$ cat config.mk
export PLATFORM = sky130hd
export DESIGN_NAME = shift_unit_pipelined
export DESIGN_NICKNAME = d
export VERILOG_FILES = /design/src/rtl/shift_unit_pipelined.sv
export SDC_FILE = /design/constraint.sdc
export NUM_CORES = 1
export LEC_CHECK = 0
export ABC_AREA = 1
export CELL_PAD_IN_SITES_DETAIL_PLACEMENT = 1
export CELL_PAD_IN_SITES_GLOBAL_PLACEMENT = 1
export CORE_UTILIZATION = 38
export DETAILED_ROUTE_END_ITERATION = 12
export PLACE_DENSITY_LB_ADDON = 0.15
export REMOVE_ABC_BUFFERS = 1
export SLEW_MARGIN = 20
export SYNTH_ARGS = -nofsm -noshare
export SYNTH_HDL_FRONTEND = slang
export SYNTH_SLANG_ARGS = --single-unit
export TNS_END_PERCENT = 30
$ cat constraint.sdc
create_clock -name clock -period 1.42 [get_ports clock]
set_clock_uncertainty 0.1 [all_clocks]
set_input_delay 0.142 -clock clock [delete_from_list [all_inputs] [get_ports clock]]
set_output_delay 0.142 -clock clock [all_outputs]
set_load 0.01 [all_outputs]
$ cat src/rtl/shift_unit_pipelined.sv
// Pipelined barrel shifter: one register stage per shift-amount bit, with valid/ready
// handshake on both sides and a pass-through tag for matching results to requests.

module shift_unit_stage #(
  parameter int WIDTH = 32,
  parameter int SHW   = 5,
  parameter int TAG_W = 5,
  parameter int STAGE = 0
) (
  input  logic             clock,
  input  logic             reset,
  input  logic             adv_i,
  input  logic             valid_i,
  input  logic [WIDTH-1:0] data_i,
  input  logic [1:0]       mode_i,
  input  logic [SHW-1:0]   shamt_i,
  input  logic [TAG_W-1:0] tag_i,
  output logic             valid_o,
  output logic [WIDTH-1:0] data_o,
  output logic [1:0]       mode_o,
  output logic [SHW-1:0]   shamt_o,
  output logic [TAG_W-1:0] tag_o
);
  localparam int SH = 1 << STAGE;
  localparam logic [1:0] MODE_SLL = 2'b00;
  localparam logic [1:0] MODE_SRL = 2'b01;
  localparam logic [1:0] MODE_SRA = 2'b10;

  logic             valid_q;
  logic [WIDTH-1:0] data_q, data_d, shifted;
  logic [1:0]       mode_q;
  logic [SHW-1:0]   shamt_q;
  logic [TAG_W-1:0] tag_q;

  // SRA replicates the current MSB; earlier stages never disturb it, so it is the original sign.
  always_comb begin
    shifted = data_i;
    case (mode_i)
      MODE_SLL: shifted = data_i << SH;
      MODE_SRL: shifted = data_i >> SH;
      MODE_SRA: shifted = WIDTH'($signed(data_i) >>> SH);
      default:  shifted = (data_i << SH) | (data_i >> (WIDTH - SH));
    endcase
    data_d = shamt_i[STAGE] ? shifted : data_i;
  end

  always_ff @(posedge clock) begin
    if (reset) begin
      valid_q <= 1'b0;
      data_q  <= '0;
      mode_q  <= '0;
      shamt_q <= '0;
      tag_q   <= '0;
    end else if (adv_i) begin
      valid_q <= valid_i;
      data_q  <= data_d;
      mode_q  <= mode_i;
      shamt_q <= shamt_i;
      tag_q   <= tag_i;
    end
  end

  assign valid_o = valid_q;
  assign data_o  = data_q;
  assign mode_o  = mode_q;
  assign shamt_o = shamt_q;
  assign tag_o   = tag_q;
endmodule

module shift_unit_pipelined #(
  parameter int WIDTH = 32,
  parameter int SHW   = $clog2(WIDTH),
  parameter int TAG_W = 5
) (
  input  logic             clock,
  input  logic             reset,
  input  logic             in_valid,
  output logic             in_ready,
  input  logic [WIDTH-1:0] in_data,
  input  logic [SHW-1:0]   in_shamt,
  input  logic [1:0]       in_mode,
  input  logic [TAG_W-1:0] in_tag,
  output logic             out_valid,
  input  logic             out_ready,
  output logic [WIDTH-1:0] out_data,
  output logic [TAG_W-1:0] out_tag,
  output logic             busy
);
  localparam int L = SHW;

  logic [L-1:0]             v_q, adv, src_v;
  logic [L-1:0][WIDTH-1:0]  data_q, src_data;
  logic [L-1:0][1:0]        mode_q, src_mode;
  logic [L-1:0][SHW-1:0]    shamt_q, src_shamt;
  logic [L-1:0][TAG_W-1:0]  tag_q, src_tag;

  // A stage may advance unless it and every stage downstream are full and the sink is stalled.
  always_comb begin
    logic all_full;
    adv      = '0;
    all_full = 1'b1;
    for (int k = L - 1; k >= 0; k--) begin
      all_full = all_full & v_q[k];
      adv[k]   = !all_full | out_ready;
    end
  end

  for (genvar k = 0; k < L; k++) begin : g_stage
    if (k == 0) begin : g_head
      assign src_v[k]     = in_valid;
      assign src_data[k]  = in_data;
      assign src_mode[k]  = in_mode;
      assign src_shamt[k] = in_shamt;
      assign src_tag[k]   = in_tag;
    end else begin : g_link
      assign src_v[k]     = v_q[k-1];
      assign src_data[k]  = data_q[k-1];
      assign src_mode[k]  = mode_q[k-1];
      assign src_shamt[k] = shamt_q[k-1];
      assign src_tag[k]   = tag_q[k-1];
    end

    shift_unit_stage #(
      .WIDTH(WIDTH), .SHW(SHW), .TAG_W(TAG_W), .STAGE(k)
    ) u_stage (
      .clock   (clock),
      .reset   (reset),
      .adv_i   (adv[k]),
      .valid_i (src_v[k]),
      .data_i  (src_data[k]),
      .mode_i  (src_mode[k]),
      .shamt_i (src_shamt[k]),
      .tag_i   (src_tag[k]),
      .valid_o (v_q[k]),
      .data_o  (data_q[k]),
      .mode_o  (mode_q[k]),
      .shamt_o (shamt_q[k]),
      .tag_o   (tag_q[k])
    );
  end

  logic unused_tail;
  assign unused_tail = ^{mode_q[L-1], shamt_q[L-1]};

  assign in_ready  = adv[0];
  assign out_valid = v_q[L-1];
  assign out_data  = data_q[L-1];
  assign out_tag   = tag_q[L-1];
  assign busy      = |v_q;
endmodule

### After elaboration in Yosys (flattened, before gate mapping)

Index checks and enable logic that the tools add are counted.

| storage, ports and cells | value |
|---|---|
| register bits after elaboration | 218 |
| input port bits | 48 |
| output and inout port bits | 40 |
| logic and storage cells | 68 |

| operators by class | value |
|---|---|
| eq/ne operators | 10 |
| muxes and demuxes | 10 |
| bitwise gates (word level) | 14 |
| reductions and logical operators | 11 |

Operators by type and width:

| kind | count |
|---|---|
| 32-bit one-hot mux with 3 select lines | 5 |
| 32-bit 2-to-1 mux | 5 |
| 32-bit by 1-bit OR with 32-bit output | 1 |
| 32-bit by 16-bit OR with 32-bit output | 1 |
| 32-bit by 2-bit OR with 32-bit output | 1 |
| 32-bit by 4-bit OR with 32-bit output | 1 |
| 32-bit by 8-bit OR with 32-bit output | 1 |
| 2-bit by 1-bit equality test with 1-bit output, second input constant | 5 |
| 2-bit equality test, second input constant | 5 |
| 2-bit logical NOT | 5 |
| 1-bit logical NOT | 5 |
| 1-bit OR | 5 |
| 5-bit OR reduction | 1 |
| 1-bit AND | 4 |

### Logic depth before layout (Yosys ltp)

Gate-level depths: netlist of run 1.

| logic depth | value |
|---|---|
| depth in word-level cells | 6 |
| depth in mapped cells | 9 |
| depth with buffers taken out | 8 |

### Cells and area by module

A second synthesis of run 1 with hierarchy kept.

| unflattened totals | value |
|---|---|
| cells, all modules | 1678 |
| area, all modules | 11549.8 um2 |

Modules (own cells, without submodules):

| module | times used | cells each | area each (um2) | seq. area each (um2) |
|---|---|---|---|---|
| shift_unit_stage at g_stage[2].u_stage | 1 | 354 | 2446.1 | 900.9 |
| shift_unit_stage at g_stage[1].u_stage | 1 | 349 | 2423.6 | 900.9 |
| shift_unit_stage at g_stage[3].u_stage | 1 | 338 | 2326.0 | 900.9 |
| shift_unit_stage at g_stage[0].u_stage | 1 | 352 | 2309.7 | 900.9 |
| shift_unit_stage at g_stage[4].u_stage | 1 | 272 | 1983.2 | 900.9 |
| shift_unit_pipelined | 1 | 13 | 61.3 | 0.0 |

### Worst setup path after synthesis of run 1

No wires, ideal clock.

| path | value |
|---|---|
| path type | register -> register |
| start | reg g_stage[4].u_stage.valid_q |
| end | reg g_stage[1].u_stage.data_q[19] |
| library setup time | 117 ps |
| arrival | 1238 ps |
| data required time | 1203 ps |
| setup slack | -36 ps |
| cell stages (with the launch flop) | 8 |
| path buffers | 2 |
| clock period less this slack | 1456 ps |
| cell sequence | dfxtp_1 > nand3_1 > nor2_4 > nand2_1 > buf_2 > buf_2 > o21ai_1 > a21oi_1 |

| between the ends | value |
|---|---|
| word-level cells in the longest chain between the ends | 5 |

RTL lines:

| item | line | text |
|---|---|---|
| from (decl) | 29 | `logic valid_q;` |
| from (signal assigned) | 55 | `valid_q <= valid_i;` |
| 1-bit AND (3 in series) | 103 | `all_full = all_full & v_q[k];` |
| 1-bit logical NOT | 104 | `adv[k] = !all_full \| out_ready;` |
| 1-bit OR | 104 |  |
| to (signal assigned) | 56 | `data_q <= data_d;` |
| to (decl) | 30 | `logic [WIDTH-1:0] data_q, data_d, shifted;` |

No other way between the ends.
A chain may end at the register's enable or synchronous reset.

### Worst setup path in the final report of run 1

| path | value |
|---|---|
| start | reg g_stage[4].u_stage.valid_q |
| end | out in_ready |

| between the ends | value |
|---|---|
| word-level cells in the longest chain between the ends | 6 |

RTL lines:

| item | line | text |
|---|---|---|
| 1-bit AND (4 in series) | 103 |  |
| 1-bit logical NOT | 104 |  |
| 1-bit OR | 104 |  |
| to (decl) | 78 | `output logic in_ready,` |

No other way between the ends.

==> results of run 1 <==
[registers in the layout, summed over array words and instances (netlist names)]
register / cells
g_stage.u_stage.mode_o: 8
g_stage.u_stage.shamt_o: 10
g_stage.u_stage.tag_o: 25
g_stage.u_stage.data_o: 160
g_stage.u_stage.valid_o: 5
[placed cells by master, fill, tap and decap left out, types with 3 or more instances in the layout]
cell type	n
sky130_fd_sc_hd__inv_2	6
sky130_fd_sc_hd__dlygate4sd2_1	36
sky130_fd_sc_hd__clkbuf_1	3
sky130_fd_sc_hd__dfxtp_2	5
sky130_fd_sc_hd__clkinv_2	9
sky130_fd_sc_hd__a21oi_1	170
sky130_fd_sc_hd__buf_12	27
sky130_fd_sc_hd__nor2_2	9
sky130_fd_sc_hd__o21ai_0	25
sky130_fd_sc_hd__buf_8	3
sky130_fd_sc_hd__bufbuf_16	4
sky130_fd_sc_hd__nand3_1	146
sky130_fd_sc_hd__o21ai_2	59
sky130_fd_sc_hd__nand4_1	30
sky130_fd_sc_hd__nand2_2	4
sky130_fd_sc_hd__buf_6	22
sky130_fd_sc_hd__bufinv_16	5
sky130_fd_sc_hd__or2_2	59
sky130_fd_sc_hd__a31oi_1	17
sky130_fd_sc_hd__nor2_1	139
sky130_fd_sc_hd__nand2_1	394
sky130_fd_sc_hd__a21oi_2	35
sky130_fd_sc_hd__clkbuf_16	29
sky130_fd_sc_hd__dfxtp_4	3
sky130_fd_sc_hd__dfxtp_1	200
sky130_fd_sc_hd__clkdlybuf4s50_1	47
sky130_fd_sc_hd__buf_4	82
sky130_fd_sc_hd__o21ai_1	93
sky130_fd_sc_hd__inv_1	106
sky130_fd_sc_hd__buf_16	10
[path summary, 6_finish.rpt]
path	startpoint	to	slack [ns]	cells after the start
min reg2reg	g_stage[4].u_stage.tag_o[4]$_SDFFE_PP0P_	g_stage[4].u_stage.tag_o[4]$_SDFFE_PP0P_	0.38	2
min	in_shamt[2]	g_stage[0].u_stage.shamt_o[2]$_SDFFE_PP0P_	0.13	5
max reg2reg	g_stage[4].u_stage.valid_o$_SDFFE_PP0P_	g_stage[1].u_stage.tag_o[3]$_SDFFE_PP0P_	-0.19	9
max	g_stage[4].u_stage.valid_o$_SDFFE_PP0P_	in_ready	-0.23	4
[stage by stage]
stage	power, mW	setup TNS, ns
2_1_floorplan	7.56	-351.24
3_3_place_gp	8.40	-48.93
3_5_place_dp	8.46	-55.58
4_1_cts	15.3	-20.95
5_1_grt	15.9	-26.32
6_report	15.3	-13.76
[cell families after synthesis]
group	share of synthesized area
simple gates	0.310
compound gates	0.194
buf+inv	0.116
flops	0.381
[worst max-delay path, delay by kind of cell (launching register included)]
| family | cells | cell delay, ns |
|---|---|---|
| buffers and inverters | 1 | 0.16 |
| DFF | 1 | 0.34 |
| and+or+nand+nor | 3 | 0.40 |
[synth_stat cells (all sizes together)]
master and instances:
nor2 150, nor3 1, clkinv 1, nand2 400, nand3 149, inv 118, o21a 1, or2 59
clkbuf 69, a31oi 18, o21ai 178, buf 91, nand4 30, a21oi 205, dfxtp 208
[timing repair]
| item | 4_1_cts | 5_1_grt |
|---|---|---|
| setup endpoints to repair | 229 | 210 |
| pin swaps | 25 | 22 |
| resized for setup | 239 | 131 |
| setup buffers | 21 | 6 |
| cloned | 14 | 6 |
[routing by layer]
metal | global-route usage | vias to the layer above | part of all wire
met2 | 0.461 | 180 | 0.51
li1 | - | 5671 | -
met3 | 0.0223 | 67 | 0.024
met1 | 0.304 | 5615 | 0.43
met5 | 0 | - | 0
met4 | 0.0866 | 0 | 0.035
[area by class of cell]
class | instances | area [µm²] | share of cell area
Timing Repair Buffer | 238 | 2760 | 0.188
Tap cell | 378 | 473 | 0.0323
Sequential cell | 208 | 4180 | 0.285
Clock buffer | 30 | 664 | 0.0454
Inverter | 119 | 487 | 0.0332
Multi-Input combinational cell | 1191 | 5890 | 0.402
Clock inverter | 14 | 195 | 0.0133
[power by group]
group / total, mW / switching [mW] / leakage, nW / internal (mW)
Sequential: 6.39 / 0.253 / 1.71 / 6.13
Combinational: 2.14 / 1.21 / 4.33 / 0.928
Clock: 6.78 / 2.56 / 0.432 / 4.22
==> results.md, run 1 <==
| Step | Item | Value |
|---|---|---|
| outcome | Outcome | finished, violations left |
| place | Sum of net half-perimeters after detailed placement | 23700 µm |
| clocking | Clock insertion delay at the later pin of the skew report | 0.52 ns |
| die | X dimension of the die | 172 µm |
| clocking | Clock buffers created by TritonCTS | 24 |
| setup path | Worst setup path category | register to primary output |
| place | Placed cell count | 2092 |
| detailed routing | Iteration-0 DRC Markers | 605 |
| logic synthesis | Total of flip-flops plus latches after synthesis | 208 |
| timing | Post-route clock period utilization | 1.16 |
| min path | Worst hold-check path type | input port to register |
| timing | Timing-limited maximum frequency | 605 MHz |
| detailed routing | Count of vias placed by the detailed router | 11500 |
| setup path | Largest fanout on the critical path | 2 |
| timing | Final setup margin | -0.234 ns |
| finish | Design area | 14600 µm² |
| power and ir drop | Leakage dissipation | 6.47 nW |
| logic synthesis | Area share of the largest cell type after synthesis | 0.381 |
| finish | Fin util | 0.522 |
| logic synthesis | Count of synthesis-stage warnings from yosys | 0 |
| grt | Pin count of the biggest net entering global routing | 61 |
| die | Die area | 29500 µm² |
| die | Row count | 61 |
| timing | Slew margin rel. | 0.747 |
| setup path | Delay of the slowest critical-path stage | 0.34 ns |
| timing | Max-slew violation count | 0 |
| die | Starting density of the core | 0.390 |
| grt | Number of antenna violations at the first check in global routing | 0 |
| die | Total core area | 28100 µm² |
| detailed routing | Number of remaining DRC errors | 0 |
| place | Global placer's final weighted congestion | 0.853 |
| timing | Final setup vio count | 160 |
| logic synthesis | Fraction of the yosys area taken by sequential cells | 0.381 |
| detailed routing | Average via count per standard cell | 5.30 |
| outcome | Violations in the final reports | setup timing |
| grt | Overflow left after global routing | 0 |
| finish | Layout area overhead | 33.9% |
| timing | Time the final worst path needs with I/O delays and setup | 1.65 ns |
| logic synthesis | Cell accounting for the most synthesized area | sky130_fd_sc_hd__dfxtp_1 |
| clocking | Deepest clock path buffer count | 3 |
| run | Max_cap viols | 0 |
| timing | Final hold violation count | 0 |
| finish | Number of nets in the final layout | 1830 |
| clocking | Clock sinks | 208 |
| setup path | Cell with the largest stage delay on the worst path | sky130_fd_sc_hd__dfxtp_2 |
| clocking | Clock transition at the register clock pins on the worst setup and hold paths after CTS | 0.06 ns |
| clocking | Clock tree from TritonCTS | built |
| finish | Share of cells above drive strength 1 | 0.218 |
| place | Number of buffers inserted by port buffering | 87 |
| setup path | Critical path required time | 1.18 ns |
| timing | Slew of the pin with the lowest slew margin | 0.375 ns |
| die | Die boundary height | 172 µm |
| logic synthesis | Synth Instances | 1678 |
| clocking | Hold bufs inserted after CTS | 0 |
| place | Cell area reported after detailed placement | 12600 µm² |
| power and ir drop | Ratio of total power to cell area | 1040 nW/µm² |
| finish | Filler Cell Count | 3571 |
| finish | Diode insertion count for antenna repair | 0 |
| detailed routing | Count of TritonRoute iterations in the first routing pass | 5 |
| grt | Vias in the first global route | 11400 |
| timing | Hold WS | 0.133 ns |
| setup path | Element type at the critical path end | primary output |
| die | I/O pin total | 88 |
| clocking | CTS H-tree lvls | 1 |
| setup path | Critical path, cell by cell | nand3_2, nor2_4, nand3_4, buf_6 |
| grt | Tot GR Track Use | 0.251 |
| logic synthesis | Count of unique library cells instantiated by Yosys | 25 |
| finish | Post-layout instance count excluding filler cells | 2178 |
| logic synthesis | Post-synthesis area per instance | 6.52 µm² |
| logic synthesis | Post-Syn Area | 10900 µm² |
| detailed routing | Wire per inst | 17.4 µm |
| detailed routing | Antenna-violating nets left | 0 |
| power and ir drop | IR drop worst, VDD | 769 µV |
| setup path | CP startpoint kind | register |
| detailed routing | Routed wire length | 37900 µm |
| logic synthesis | Top area cells in the synthesized netlist | sky130_fd_sc_hd__dfxtp_1 38%, sky130_fd_sc_hd__nand2_1 14%, sky130_fd_sc_hd__a21oi_1 8.5%, sky130_fd_sc_hd__o21ai_0 7.5%, sky130_fd_sc_hd__nand3_1 6.8% |
| grt | First-pass GRT wire length | 59800 µm |
| place | Dpl ws | -0.418 ns |
| setup path | Endpoint arrival time on the critical path | 1.41 ns |
| clocking | Library cell used as clock root buffer | sky130_fd_sc_hd__clkbuf_16 |
| timing | RSZ-0062 raised after global routing | true |
No activity file was read; power rests on OpenSTA's default activity.
==> inputs of run 2 (changes only) <==
Settings changed: ABC_CLOCK_PERIOD_IN_PS from default to 1420, CORE_UTILIZATION 38 to 41, CTS_CLUSTER_DIAMETER from default to 150, DONT_BUFFER_PORTS from default to 1.
==> results.md, run 2 (same netlist as run 1, synthesis figures left out) <==
| Step | Item | Value | vs previous |
|---|---|---|---|
| place | Number of buffers inserted by port buffering | 0 | -100% |
| grt | Pin count of the biggest net entering global routing | 110 | +80% |
| grt | Number of antenna violations at the first check in global routing | 0 | unchanged |
| grt | Vias in the first global route | 11900 | +3.8% |
| timing | Max-slew violation count | 0 | unchanged |
| outcome | Outcome | finished, violations left |  |
| die | I/O pin total | 88 | unchanged |
| detailed routing | Count of TritonRoute iterations in the first routing pass | 9 | +4 |
| finish | Max reg flops | 160 | unchanged |
| clocking | Library cell used as clock root buffer | sky130_fd_sc_hd__clkbuf_16 |  |
| timing | RSZ-0062 raised after global routing | true |  |
| outcome | Violations in the final reports | DRC, setup timing |  |
| grt | Met3 Use GR | 0.0400 | +0.0176 |
| timing | Final setup margin | -0.340 ns | -0.105 ns |
| clocking | Deepest clock path buffer count | 3 | unchanged |
| grt | Tot GR Track Use | 0.279 | +0.0276 |
| setup path | Delay of the slowest critical-path stage | 0.34 ns | about the same |
| finish | Diode insertion count for antenna repair | 0 | unchanged |
| timing | Time the final worst path needs with I/O delays and setup | 1.76 ns | +0.105 ns |
| setup path | Cell with the largest stage delay on the worst path | sky130_fd_sc_hd__dfxtp_2 |  |
| place | Global placer's final weighted congestion | 0.840 | -1.6% |
| timing | Final setup vio count | 201 | +26% |
| setup path | Worst setup path category | register to primary output |  |
| power and ir drop | Ratio of total power to cell area | 1000 nW/µm² | -3.9% |
| detailed routing | Count of vias placed by the detailed router | 11600 | +0.28% |
| clocking | Clock tree from TritonCTS | built |  |
| setup path | Largest fanout on the critical path | 2 | unchanged |
| setup path | Dominant delay contributor by cell family on the critical path | buffers and inverters |  |
| grt | M2 GR Usage | 0.515 | +0.0547 |
| die | X dimension of the die | 165 µm | -3.7% |
| detailed routing | Routed wire length | 39800 µm | +5.0% |
| finish | Post-layout instance count excluding filler cells | 2099 | -3.6% |
| clocking | Clock sinks | 208 | unchanged |
| finish | Leading cell type in the layout, fill and taps excluded | sky130_fd_sc_hd__nand2_1 |  |
| setup path | Crit-path most repeated cell | sky130_fd_sc_hd__buf_12 |  |
| detailed routing | Average via count per standard cell | 5.51 | +4.1% |
| timing | Hold WS | 0.0270 ns | -0.106 ns |
| place | Placed cell count | 1951 | -6.7% |
| grt | Overflow left after global routing | 0 | unchanged |
| setup path | Element type at the critical path end | primary output |  |
| timing | Timing-limited maximum frequency | 568 MHz | -6.0% |
| timing | Slew of the pin with the lowest slew margin | 0.680 ns | +0.305 ns |
| finish | Top library cells by usage in the layout, fill and taps aside | 394 x sky130_fd_sc_hd__nand2_1, 202 x sky130_fd_sc_hd__dfxtp_1, 149 x sky130_fd_sc_hd__a21oi_1 |  |
| grt | Routing layer with the top usage in global route | met2 |  |
| timing | Final hold violation count | 0 | unchanged |
| detailed routing | Wire per inst | 19.0 µm | +9.0% |
| die | Die area | 27300 µm² | -7.2% |
| setup path | Critical path, cell by cell | nand3_2, nor2_4, buf_12, nand3_4, buf_12, buf_6 |  |
| min path | Worst hold-check path type | input port to register |  |
| clocking | Clock buffers created by TritonCTS | 24 | unchanged |
| die | Total core area | 26100 µm² | -7.0% |
| detailed routing | Number of remaining DRC errors | 10 | +10 |
| finish | Number of nets in the final layout | 1795 | -1.9% |
| die | Row count | 59 | -3.3% |
| die | Starting density of the core | 0.419 | +0.0291 |
| setup path | Endpoint arrival time on the critical path | 1.52 ns | +0.11 ns |
| clocking | CTS H-tree lvls | 1 | unchanged |
| clocking | Clock transition at the register clock pins on the worst setup and hold paths after CTS | 0.06 ns | about the same |
| grt | First-pass GRT wire length | 61000 µm | +1.9% |
| die | Die boundary height | 165 µm | -3.7% |
| finish | Layout area overhead | 35.1% |  |
| timing | Slew margin rel. | 0.546 | -0.201 |
| run | Max_cap viols | 0 | unchanged |
| detailed routing | Antenna-violating nets left | 0 | unchanged |
| grt | Met1 global-route usage | 0.323 | +0.0196 |
| setup path | Number of buffers and inverters on the critical path | 3 | +2 |
| power and ir drop | IR drop worst, VDD | 713 µV | -7.2% |
| finish | Share of cells above drive strength 1 | 0.258 | +0.0402 |
| timing | Post-route clock period utilization | 1.24 | +0.0743 |
| detailed routing | Iteration-0 DRC Markers | 767 | +27% |
| setup path | Critical path required time | 1.18 ns | about the same |
| setup path | CP startpoint kind | register |  |
| clocking | Clock insertion delay at the later pin of the skew report | 0.53 ns | about the same |
| place | Sum of net half-perimeters after detailed placement | 22100 µm | -6.4% |
| power and ir drop | Leakage dissipation | 6.33 nW | -2.2% |
==> run 2: worst paths after layout <==
kind	from	end	slack [ns]	cells past startpoint
setup reg to reg	g_stage[4].u_stage.valid_o$_SDFFE_PP0P_	g_stage[2].u_stage.data_o[7]$_SDFFE_PP0P_	-0.31	10
hold / removal	out_ready	g_stage[3].u_stage.valid_o$_SDFFE_PP0P_	0.03	5
hold reg to reg	g_stage[0].u_stage.shamt_o[4]$_SDFFE_PP0P_	g_stage[0].u_stage.shamt_o[4]$_SDFFE_PP0P_	0.38	2
setup / recovery	g_stage[2].u_stage.valid_o$_SDFFE_PP0P_	in_ready	-0.34	6
==> run 2: layout make-up <==
| cell class | instances | area [µm²] |
|---|---|---|
| sequential | 208 | 4170 |
| multi-input combinational | 1191 | 6230 |
| tap | 335 | 419 |
| timing repair buffer | 199 | 2590 |
| clock buffer | 36 | 737 |
| inverter | 119 | 507 |
| timing repair inverter | 4 | 60.1 |
| clock inverter | 7 | 65.1 |
| fill | 3244 | 11400 |
==> run 2: power by group <==
part | switching [mW] | internal, mW
sequential | 0.281 | 6.14
combinational | 1.25 | 0.884
clock | 2.53 | 3.75
total | 4.06 | 10.8
==> run 2: tightest hold or removal path, cell delays in order <==
cell,delay [ns]
sky130_fd_sc_hd__nor2_4,0.02
sky130_fd_sc_hd__nand2_2,0.07
sky130_fd_sc_hd__buf_12,0.15
sky130_fd_sc_hd__buf_4,0.15
sky130_fd_sc_hd__a21oi_1,0.06
==> run 2: per-layer routing <==
layer  vias up  wire [µm]
li1       5603          -
met1      5661      16000
met2       229      21000
met3        72       1430
met4         0       1380
met5         -          0
==> run 2: timing repair <==
item	CTS	global route
pin swaps	28	19
resized for setup	242	174
endpoints found under the hold margin	90	1
hold buffers	51	2
buffers inserted	16	14
setup endpoints to repair	194	210
cloned	17	10
==> run 2: per-stage QoR <==
| stage | instance area [µm²] | setup TNS (ns) | util | setup WS (ns) | power, mW |
|---|---|---|---|---|---|
| 6_report | 14800 | -26.21 | 0.566 | -0.340 | 14.8 |
| 5_1_grt | 14800 | -40.94 | 0.566 | -0.397 | 15.5 |
| 4_1_cts | 14000 | -21.33 | 0.536 | -0.387 | 14.7 |
| 3_5_place_dp | 11600 | -8.31 | 0.445 | -0.175 | 8.17 |
| 3_3_place_gp | 11600 | -4.51 | 0.445 | -0.138 | 8.11 |
| 2_1_floorplan | 10100 | -351.24 | - | -2.31 | 7.56 |
